<file path="src/rtl/mandelbrot_tile_feeder.sv">
// Splits a Mandelbrot tile job into pixel clusters of 8<<shift pixels and
// streams per-cluster coordinate vectors to round-robin downstream feeders.
module mandelbrot_tile_feeder #(
    parameter int COORD_W   = 32,
    parameter int ITER_W    = 16,
    parameter int DIM_W     = 16,
    parameter int ADDR_W    = 32,
    parameter int MAX_SHIFT = 3,
    parameter int NUM_CH    = 4,
    localparam int CH_W     = (NUM_CH > 1) ? $clog2(NUM_CH) : 1,
    localparam int IN_W     = 2*DIM_W + ADDR_W + 8 + 3*COORD_W + ITER_W,
    localparam int OUT_W    = CH_W + DIM_W + ADDR_W + 8 + 3*COORD_W + ITER_W
) (
    input  logic             clk,
    input  logic             reset,
    input  logic [IN_W-1:0]  in_vector_snk_data,
    input  logic             in_vector_snk_valid,
    output logic             in_vector_snk_ready,
    output logic [OUT_W-1:0] out_vector_src_data,
    output logic             out_vector_src_valid,
    input  logic             out_vector_src_ready,
    input  logic             abort,
    output logic             busy,
    output logic             done
);

    typedef enum logic [1:0] {StIdle, StFeed, StDrain} state_t;

    state_t              state;
    logic [DIM_W-1:0]    height_q, width_q, x_q, y_q;
    logic [ADDR_W-1:0]   ptr_q;
    logic [2:0]          shift_q;
    logic [COORD_W-1:0]  step_q, cr_q, ci_q, leftmost_cr_q;
    logic [ITER_W-1:0]   iters_q;
    logic [CH_W-1:0]     chan_q;

    logic [DIM_W-1:0]    in_height, in_width;
    logic [ADDR_W-1:0]   in_ptr;
    logic [7:0]          in_shift;
    logic [COORD_W-1:0]  in_step, in_cr, in_ci;
    logic [ITER_W-1:0]   in_iters;

    assign {in_height, in_width, in_ptr, in_shift, in_step, in_iters, in_cr, in_ci} =
        in_vector_snk_data;

    logic [2:0]          shift_sel;
    logic [DIM_W:0]      cluster_size, remaining, pix, x_next;
    logic [DIM_W-1:0]    pix_count;
    logic                row_end, last_row;
    logic [COORD_W-1:0]  cr_step;
    logic [ADDR_W-1:0]   ptr_inc;
    logic [7:0]          line_count;
    logic [CH_W-1:0]     chan_next;

    assign shift_sel = (in_shift > 8'(MAX_SHIFT)) ? 3'(MAX_SHIFT) : in_shift[2:0];

    // All dimension arithmetic is one bit wider so a full-range width never wraps.
    assign cluster_size = (DIM_W+1)'(8) << shift_q;
    assign remaining    = {1'b0, width_q} - {1'b0, x_q};
    assign pix          = (remaining > cluster_size) ? cluster_size : remaining;
    assign pix_count    = pix[DIM_W-1:0];
    assign x_next       = {1'b0, x_q} + pix;
    assign row_end      = x_next >= {1'b0, width_q};
    assign last_row     = ({1'b0, y_q} + (DIM_W+1)'(1)) >= {1'b0, height_q};
    assign cr_step      = step_q << (4'd3 + {1'b0, shift_q});
    assign ptr_inc      = ADDR_W'(pix) << 2;
    assign line_count   = 8'd1 << shift_q;
    assign chan_next    = (chan_q == CH_W'(NUM_CH - 1)) ? '0 : chan_q + CH_W'(1);

    assign in_vector_snk_ready  = (state == StIdle);
    assign out_vector_src_valid = (state == StFeed);
    assign busy                 = (state != StIdle);
    assign out_vector_src_data  =
        {chan_q, pix_count, ptr_q, line_count, step_q, iters_q, cr_q, ci_q};

    always_ff @(posedge clk or posedge reset) begin
        if (reset) begin
            state         <= StIdle;
            done          <= 1'b0;
            height_q      <= '0;
            width_q       <= '0;
            x_q           <= '0;
            y_q           <= '0;
            ptr_q         <= '0;
            shift_q       <= '0;
            step_q        <= '0;
            cr_q          <= '0;
            ci_q          <= '0;
            leftmost_cr_q <= '0;
            iters_q       <= '0;
            chan_q        <= '0;
        end else begin
            done <= 1'b0;
            case (state)
                StIdle: begin
                    if (in_vector_snk_valid) begin
                        height_q      <= in_height;
                        width_q       <= in_width;
                        ptr_q         <= in_ptr;
                        shift_q       <= shift_sel;
                        step_q        <= in_step;
                        iters_q       <= in_iters;
                        cr_q          <= in_cr;
                        ci_q          <= in_ci;
                        leftmost_cr_q <= in_cr;
                        x_q           <= '0;
                        y_q           <= '0;
                        chan_q        <= '0;
                        // Empty images complete immediately without emitting clusters.
                        if (in_width == '0 || in_height == '0) begin
                            done <= 1'b1;
                        end else begin
                            state <= StFeed;
                        end
                    end
                end
                StFeed: begin
                    if (abort) begin
                        state <= StIdle;
                        done  <= 1'b1;
                    end else if (out_vector_src_ready) begin
                        ptr_q  <= ptr_q + ptr_inc;
                        chan_q <= chan_next;
                        if (!row_end) begin
                            x_q  <= x_next[DIM_W-1:0];
                            cr_q <= cr_q + cr_step;
                        end else if (!last_row) begin
                            y_q  <= y_q + DIM_W'(1);
                            x_q  <= '0;
                            cr_q <= leftmost_cr_q;
                            ci_q <= ci_q - step_q;
                        end else begin
                            state <= StDrain;
                        end
                    end
                end
                StDrain: begin
                    if (abort || out_vector_src_ready) begin
                        state <= StIdle;
                        done  <= 1'b1;
                    end
                end
                default: state <= StIdle;
            endcase
        end
    end

endmodule
</file>
<file path="config.mk">
export PLATFORM = sky130hd
export DESIGN_NAME = mandelbrot_tile_feeder
export DESIGN_NICKNAME = d
export VERILOG_FILES = /design/src/rtl/mandelbrot_tile_feeder.sv
export SDC_FILE = /design/constraint.sdc
export NUM_CORES = 1
export LEC_CHECK = 0
export ABC_AREA = 1
export CAP_MARGIN = 20
export CORE_AREA = 4 4 201 203
export CTS_CLUSTER_DIAMETER = 40
export CTS_CLUSTER_SIZE = 8
export DETAILED_ROUTE_END_ITERATION = 10
export DIE_AREA = 0 0 205 207
export GPL_TIMING_DRIVEN = 0
export MAX_ROUTING_LAYER = met4
export PLACE_DENSITY = 0.85
export RECOVER_POWER = 25
export SYNTH_ARGS = -nofsm -noshare
export SYNTH_HDL_FRONTEND = slang
export SYNTH_SLANG_ARGS = --single-unit
</file>
<file path="constraint.sdc">
create_clock -name clk -period 10.3 [get_ports clk]
set_input_delay 2.06 -clock clk [delete_from_list [all_inputs] [get_ports clk]]
set_output_delay 2.06 -clock clk [all_outputs]
set_load 0.03 [all_outputs]
</file>
Word-level counts from Yosys, hierarchy flattened:

Cells that the tools add are included.

* register bits: 248
* input port bits: 189
* output and inout port bits: 174
* logic and storage cells: 103

* add/subtract/negate cells: 9
* order comparisons: 4
* equal/unequal tests: 14
* shift-type cells: 3
* mux-type cells: 47
* reductions and logical operators: 12

Operators by type and width (number)
* 32-bit two-way mux: 13
* 32-bit one-hot mux with 2 select lines: 3
* 16-bit two-way mux: 9
* 16-bit one-hot mux with 2 select lines: 2
* 17-bit by 16-bit >= comparator with 1-bit output: 2
* 32-bit by 19-bit adder with 32-bit output: 1
* 32-bit adder: 1
* 16-bit logical NOT: 2
* 32-bit by 4-bit left shift with 32-bit output: 1
* 32-bit subtractor: 1
* 2-bit two-way mux: 11
* 16-bit by 1-bit adder with 17-bit output, second input constant: 1
* 16-bit by 17-bit adder with 17-bit output: 1
* 17-bit > comparator: 1
* 17-bit two-way mux: 1
* 4-bit by 3-bit left shift with 17-bit output, first input constant: 1
* 16-bit by 16-bit subtractor with 17-bit output: 1
* 16-bit by 1-bit adder with 16-bit output, second input constant: 1
* 6-bit AND reduction: 2
* 2-bit inequality test, second input constant: 5
* 3-bit by 1-bit inequality test with 1-bit output, second input constant: 3
* 8-bit by 2-bit > comparator with 1-bit output, second input constant: 1
* 1-bit by 3-bit left shift with 8-bit output, first input constant: 1
* 2-bit one-hot mux with 3 select lines: 1
* 16 further kinds: 23

Logic depth before layout (Yosys ltp):

* depth after elaboration: 9
* depth in mapped cells: 46
* depth with buffers taken out: 44

Worst setup path after synthesis:

OpenSTA, ideal clock, no wires.

* path kind: reg2reg
* start: reg width_q[0]
* end: reg cr_q[19]
* library setup time: 0.073 ns
* arrival time: 6.515 ns
* data required time: 10.227 ns
* slack: 3.712 ns
* stages on the path, launching flop included: 45
* buffers on the path: 3
* period minus slack after synthesis: 6.588 ns
* path through: dfrtp_1 -> inv_1 -> ha_1 -> fa_1 -> inv_1 -> nand3_1 -> nand2_1 -> a21oi_1 -> o21bai_2 -> a21oi_1 -> xnor2_1 -> ha_1 -> nand2_1 -> inv_1 -> nand3_1 -> nor2_1 -> nand4_1 -> a21oi_4 -> (+9 left out) -> a21oi_1 -> o21bai_1 -> xor2_1 -> inv_1 -> ha_1 -> nand2_1 -> nor2_1 -> a211oi_1 -> nand2_1 -> nand2_1 -> nand2_1 -> nand2_1 -> nand4_4 -> nand2_2 -> buf_6 -> buf_12 -> nor2_1 -> a21oi_2

* word-level cells in the longest chain between the ends: 9
* elaborated cells between the ends (all ways): 11
* classes of those cells: 2 x add/sub; 2 x order compare; 1 x eq/ne; 5 x mux; 1 x reduce/logical

Ends and longest elaborated chain
* from (decl): RTL line 30 `logic [DIM_W-1:0] height_q, width_q, x_q, y_q;`
* from (signal assigned): RTL line 98 `width_q <= in_width;`
* 16-bit by 16-bit subtractor with 17-bit output (*): RTL line 59 `assign remaining = {1'b0, width_q} - {1'b0, x_q};`
* 17-bit > comparator: RTL line 60 `assign pix = (remaining > cluster_size) ? cluster_size : remaining;`
* 17-bit two-way mux (*): RTL line 60
* net out_vector_src_data[152]: RTL line 19 `output logic [OUT_W-1:0] out_vector_src_data,`
* 16-bit by 17-bit adder with 17-bit output (*): RTL line 62 `assign x_next = {1'b0, x_q} + pix;`
* 17-bit by 16-bit >= comparator with 1-bit output (*): RTL line 63 `assign row_end = x_next >= {1'b0, width_q};`
* 32-bit two-way mux: RTL line 124 `if (!row_end) begin`
* 32-bit two-way mux: RTL line 121 `end else if (out_vector_src_ready) begin`
* 32-bit two-way mux: RTL line 118 `if (abort) begin`
* 32-bit one-hot mux with 2 select lines: RTL line 94 `case (state)`
* to (signal assigned): RTL line 103 `cr_q <= in_cr;`
* to (signal assigned): RTL line 126 `cr_q <= cr_q + cr_step;`
* to (signal assigned): RTL line 130 `cr_q <= leftmost_cr_q;`
* to (decl): RTL line 33 `logic [COORD_W-1:0] step_q, cr_q, ci_q, leftmost_cr_q;`

Mark *: on every way through the listed nets, which the timed path passes. The rest lies on a longest branch. The select of a mux whose other input is x is not followed.
A chain may end at the register's enable or synchronous reset.

Worst setup path in the final report:

* start: reg width_q[0]
* end: reg y_q[12]

* word-level cells in the longest chain between the ends: 7

Ends and longest elaborated chain
* 16-bit by 16-bit subtractor with 17-bit output: RTL line 59
* 17-bit > comparator: RTL line 60
* 17-bit two-way mux: RTL line 60
* 16-bit by 17-bit adder with 17-bit output: RTL line 62
* 17-bit by 16-bit >= comparator with 1-bit output (*): RTL line 63
* 2-bit by 1-bit inequality test with 1-bit output (no source line) (*)
* 6-bit AND reduction (no source line) (*)
* to (signal assigned): RTL line 128 `y_q <= y_q + DIM_W'(1);`
* to (decl): RTL line 30

Every way passes the cells marked *; elsewhere a longest branch is shown, timed or not.

==> results.md <==
- Top post-synthesis cells by count: 961 x nand2_1, 421 x inv_1, 284 x o21ai_0
- Sequential fraction of the synthesis area: 29.47%
- Hold Crit Class: flop to flop
- DP HPWL: 63,220 um
- Number of synthesized register bits: 248
- Post-route insts no fill: 4,180
- Syn avg cell area: 6.571 um2
- Die ar.: 42,440 um2
- Initial DRT Pass Iterations: 6
- Syn. warnings: 0
- Clk_lat worst skew: 580 ps
- Largest stage delay on the critical path: 450 ps
- Routed wire length: 79,580 um
- Crit start category: flop
- Slew Limit Fails: 69
- Number of cell rows: 72
- Critical path type: flop to flop
- Post-synth design cell area: 21,060 um2
- DP Worst Slack: 2531 ps
- # DRC: 0
- Async S/R FF share, synth: 100.0%
- R2R depth: 41
- Most common cell in the netlist: nand2_1
- Antenna violation net count after detailed routing: 0
- Clock transition at the registers of the reported paths: 50 ps
- Port Buffers: 357
- Minimum hold slack: 478.9 ps
- Postcts setup bufs: 0
- # setup viols final: 0
- Hold path depth: 2
- CP max FO: 10
- Most used cell, CP: nand2_1
- Max Clock Skew: 17.05 ps
- Status: finished with violations
- Largest net degree at the start of global routing: 98
- Largest cells by area after synthesis: dfrtp_1 29%, nand2_1 17%, ha_1 9.4%
- Post-synth top area share: 29.47%
- Final hold vios: 0
- Core area: 38,470 um2
- GRT busiest layer: met2
- CTS tree: built
- Die Width: 205 um
- Total track usage: 37.35%
- Clock Sinks: 248
- Worst path top cell family by delay: simple AND/OR/NAND/NOR gates
- Met3 usage: 6.412%
- F_max: 124.6 MHz
- Global-route wire length before repair: 122,900 um
- Wire per inst: 19.04 um
- Vias after detailed routing: 23,570
- Die Ht: 207 um
- Post-Synthesis Cells: 3,205
- Setup ws final: 2271 ps
- Crit path DAT: 8520 ps
- Vias in the first global route: 22,630
- Starting DRT DRC Count: 2,181
- Initial Util: 54.75%
- GP Congestion: 1.049
- Crit path required time: 10,790 ps
- Crit. End Element: flop
- Period utilization: 77.95%
- Cells after DPL: 4,097
- Fill cells: 3,334
- Met2 global-route usage: 59.25%
- Clk buf depth: 3
- MaxCap Viol Count: 1
- Distinct cells, synth: 52
- Met1 usage: 46.91%
- Failing checks: capacitance limit, slew limit
- Post-synth EDFFs: 0
- Hold buffers post-CTS: 0
- P&R area growth vs syn: 27.86%
- Worst path slowest cell: clkbuf_1
- RSZ-0062 raised after global routing: no
- Slew margin rel.: -108.9%
- Final worst path period need: 8029 ps
- H-Tree Depth: 2
- Vias per std cell: 5.638
- Cts repair resizes: 0
- Critical path buffer and inverter count: 7
- Dominant synthesized flop cell: dfrtp_1
- Crit path depth: 41
- Worst Max-Slew Pin Slew: 3117 ps
- Final nets: 3,979
- Layout cells sized above 1: 4.870%
- Root buf cell: clkbuf_16
- Dominant cell type by area after synthesis: dfrtp_1
- Num CTS Buffers: 45
- Boundary Pins: 363
- Grt ovf: 0
- Initial antenna violation count: 7
## tightest hold or removal path: cells and delay by family (launching register included)
kind             cells  cell delay (ps)
DFF                  1              340
and+or+nand+nor      2              110
## sequential cells by signal (all words and copies together) (netlist names)
name           count
ci_q              32
cr_q              32
leftmost_cr_q     32
ptr_q             32
step_q            32
height_q          16
iters_q           16
width_q           16
x_q               16
y_q               16
shift_q            3
chan_q             2
state              2
done               1
## cells by family (layout without fill, tap and decap cells)
group | count (synthesis) | after routing | synth area share, %
and+or+nand+nor | 1574 | 1574 | 31.39
muxes | 16 | 16 | 0.7605
other | 1 | 23 | 0.01781
AOI/OAI and AO/OA | 590 | 590 | 15.44
xor gates and xnor gates | 66 | 66 | 2.745
adders and majority gates | 164 | 164 | 9.922
buffers and inverters | 546 | 981 | 10.26
DFF | 248 | 248 | 29.47
## per-stage QoR
stage	TNS (ps)	utilization, %	area (um2)
floorplan	0	-	21120
detailed placement	0	66.03	25400
finish	0	70.00	26930
global placement	-461600	65.87	25340
CTS	0	69.97	26910
global route	0	70.00	26930
## cell type report
class                   count  area [um2]  area share (%)
flip-flops and latches    248        6206           23.05
repair buffers            359        3628           13.48
multi-input cells        2426       12750           47.35
inverters                 429        1614           5.994
plain buffers             117       548.0           2.035
clock buffers              62        1311           4.870
diodes                      7       17.52         0.06506
clock inverters            14       203.9          0.7574
well taps                 518       648.1           2.407
## layout by cell type (no fill, tap or decap), types with 15 or more instances in the layout
cell type	n
nand2_1	961
a31oi_1	15
xnor2_1	19
dfrtp_1	248
nand3_1	187
conb_1	16
clkbuf_1	90
o21ai_0	284
a21oi_2	27
nor2_2	20
xor2_1	47
ha_1	159
clkdlybuf4s50_1	355
clkbuf_16	46
nor3_1	35
a21oi_1	175
nand4_1	82
o21bai_1	16
mux2i_1	16
o21ai_1	27
nor2_1	243
inv_1	420
## metal layers
metal,part of all wire [%],wire length (um),vias up
met2,46,36920,1123
met4,5.0,3982,0
met5,0,0,-
met3,8.1,6451,238
met1,41,32230,10910
li1,-,-,11290
## worst paths after layout
| path | startpoint | to | slack (ps) |
|---|---|---|---|
| min reg2reg | ptr_q[1] | ptr_q[1] | 480 |
| max | width_q[0] | y_q[12] | 2270 |
| max in group asynchronous | reset | ci_q[13] | 5640 |
| min | ptr_q[1] | ptr_q[1] | 480 |
| max reg2reg | width_q[0] | y_q[12] | 2270 |
| min in group asynchronous | reset | leftmost_cr_q[5] | 2830 |
Power is not shown: default switching activity piles up to over one toggle a cycle in this logic, so the estimate is an artifact.
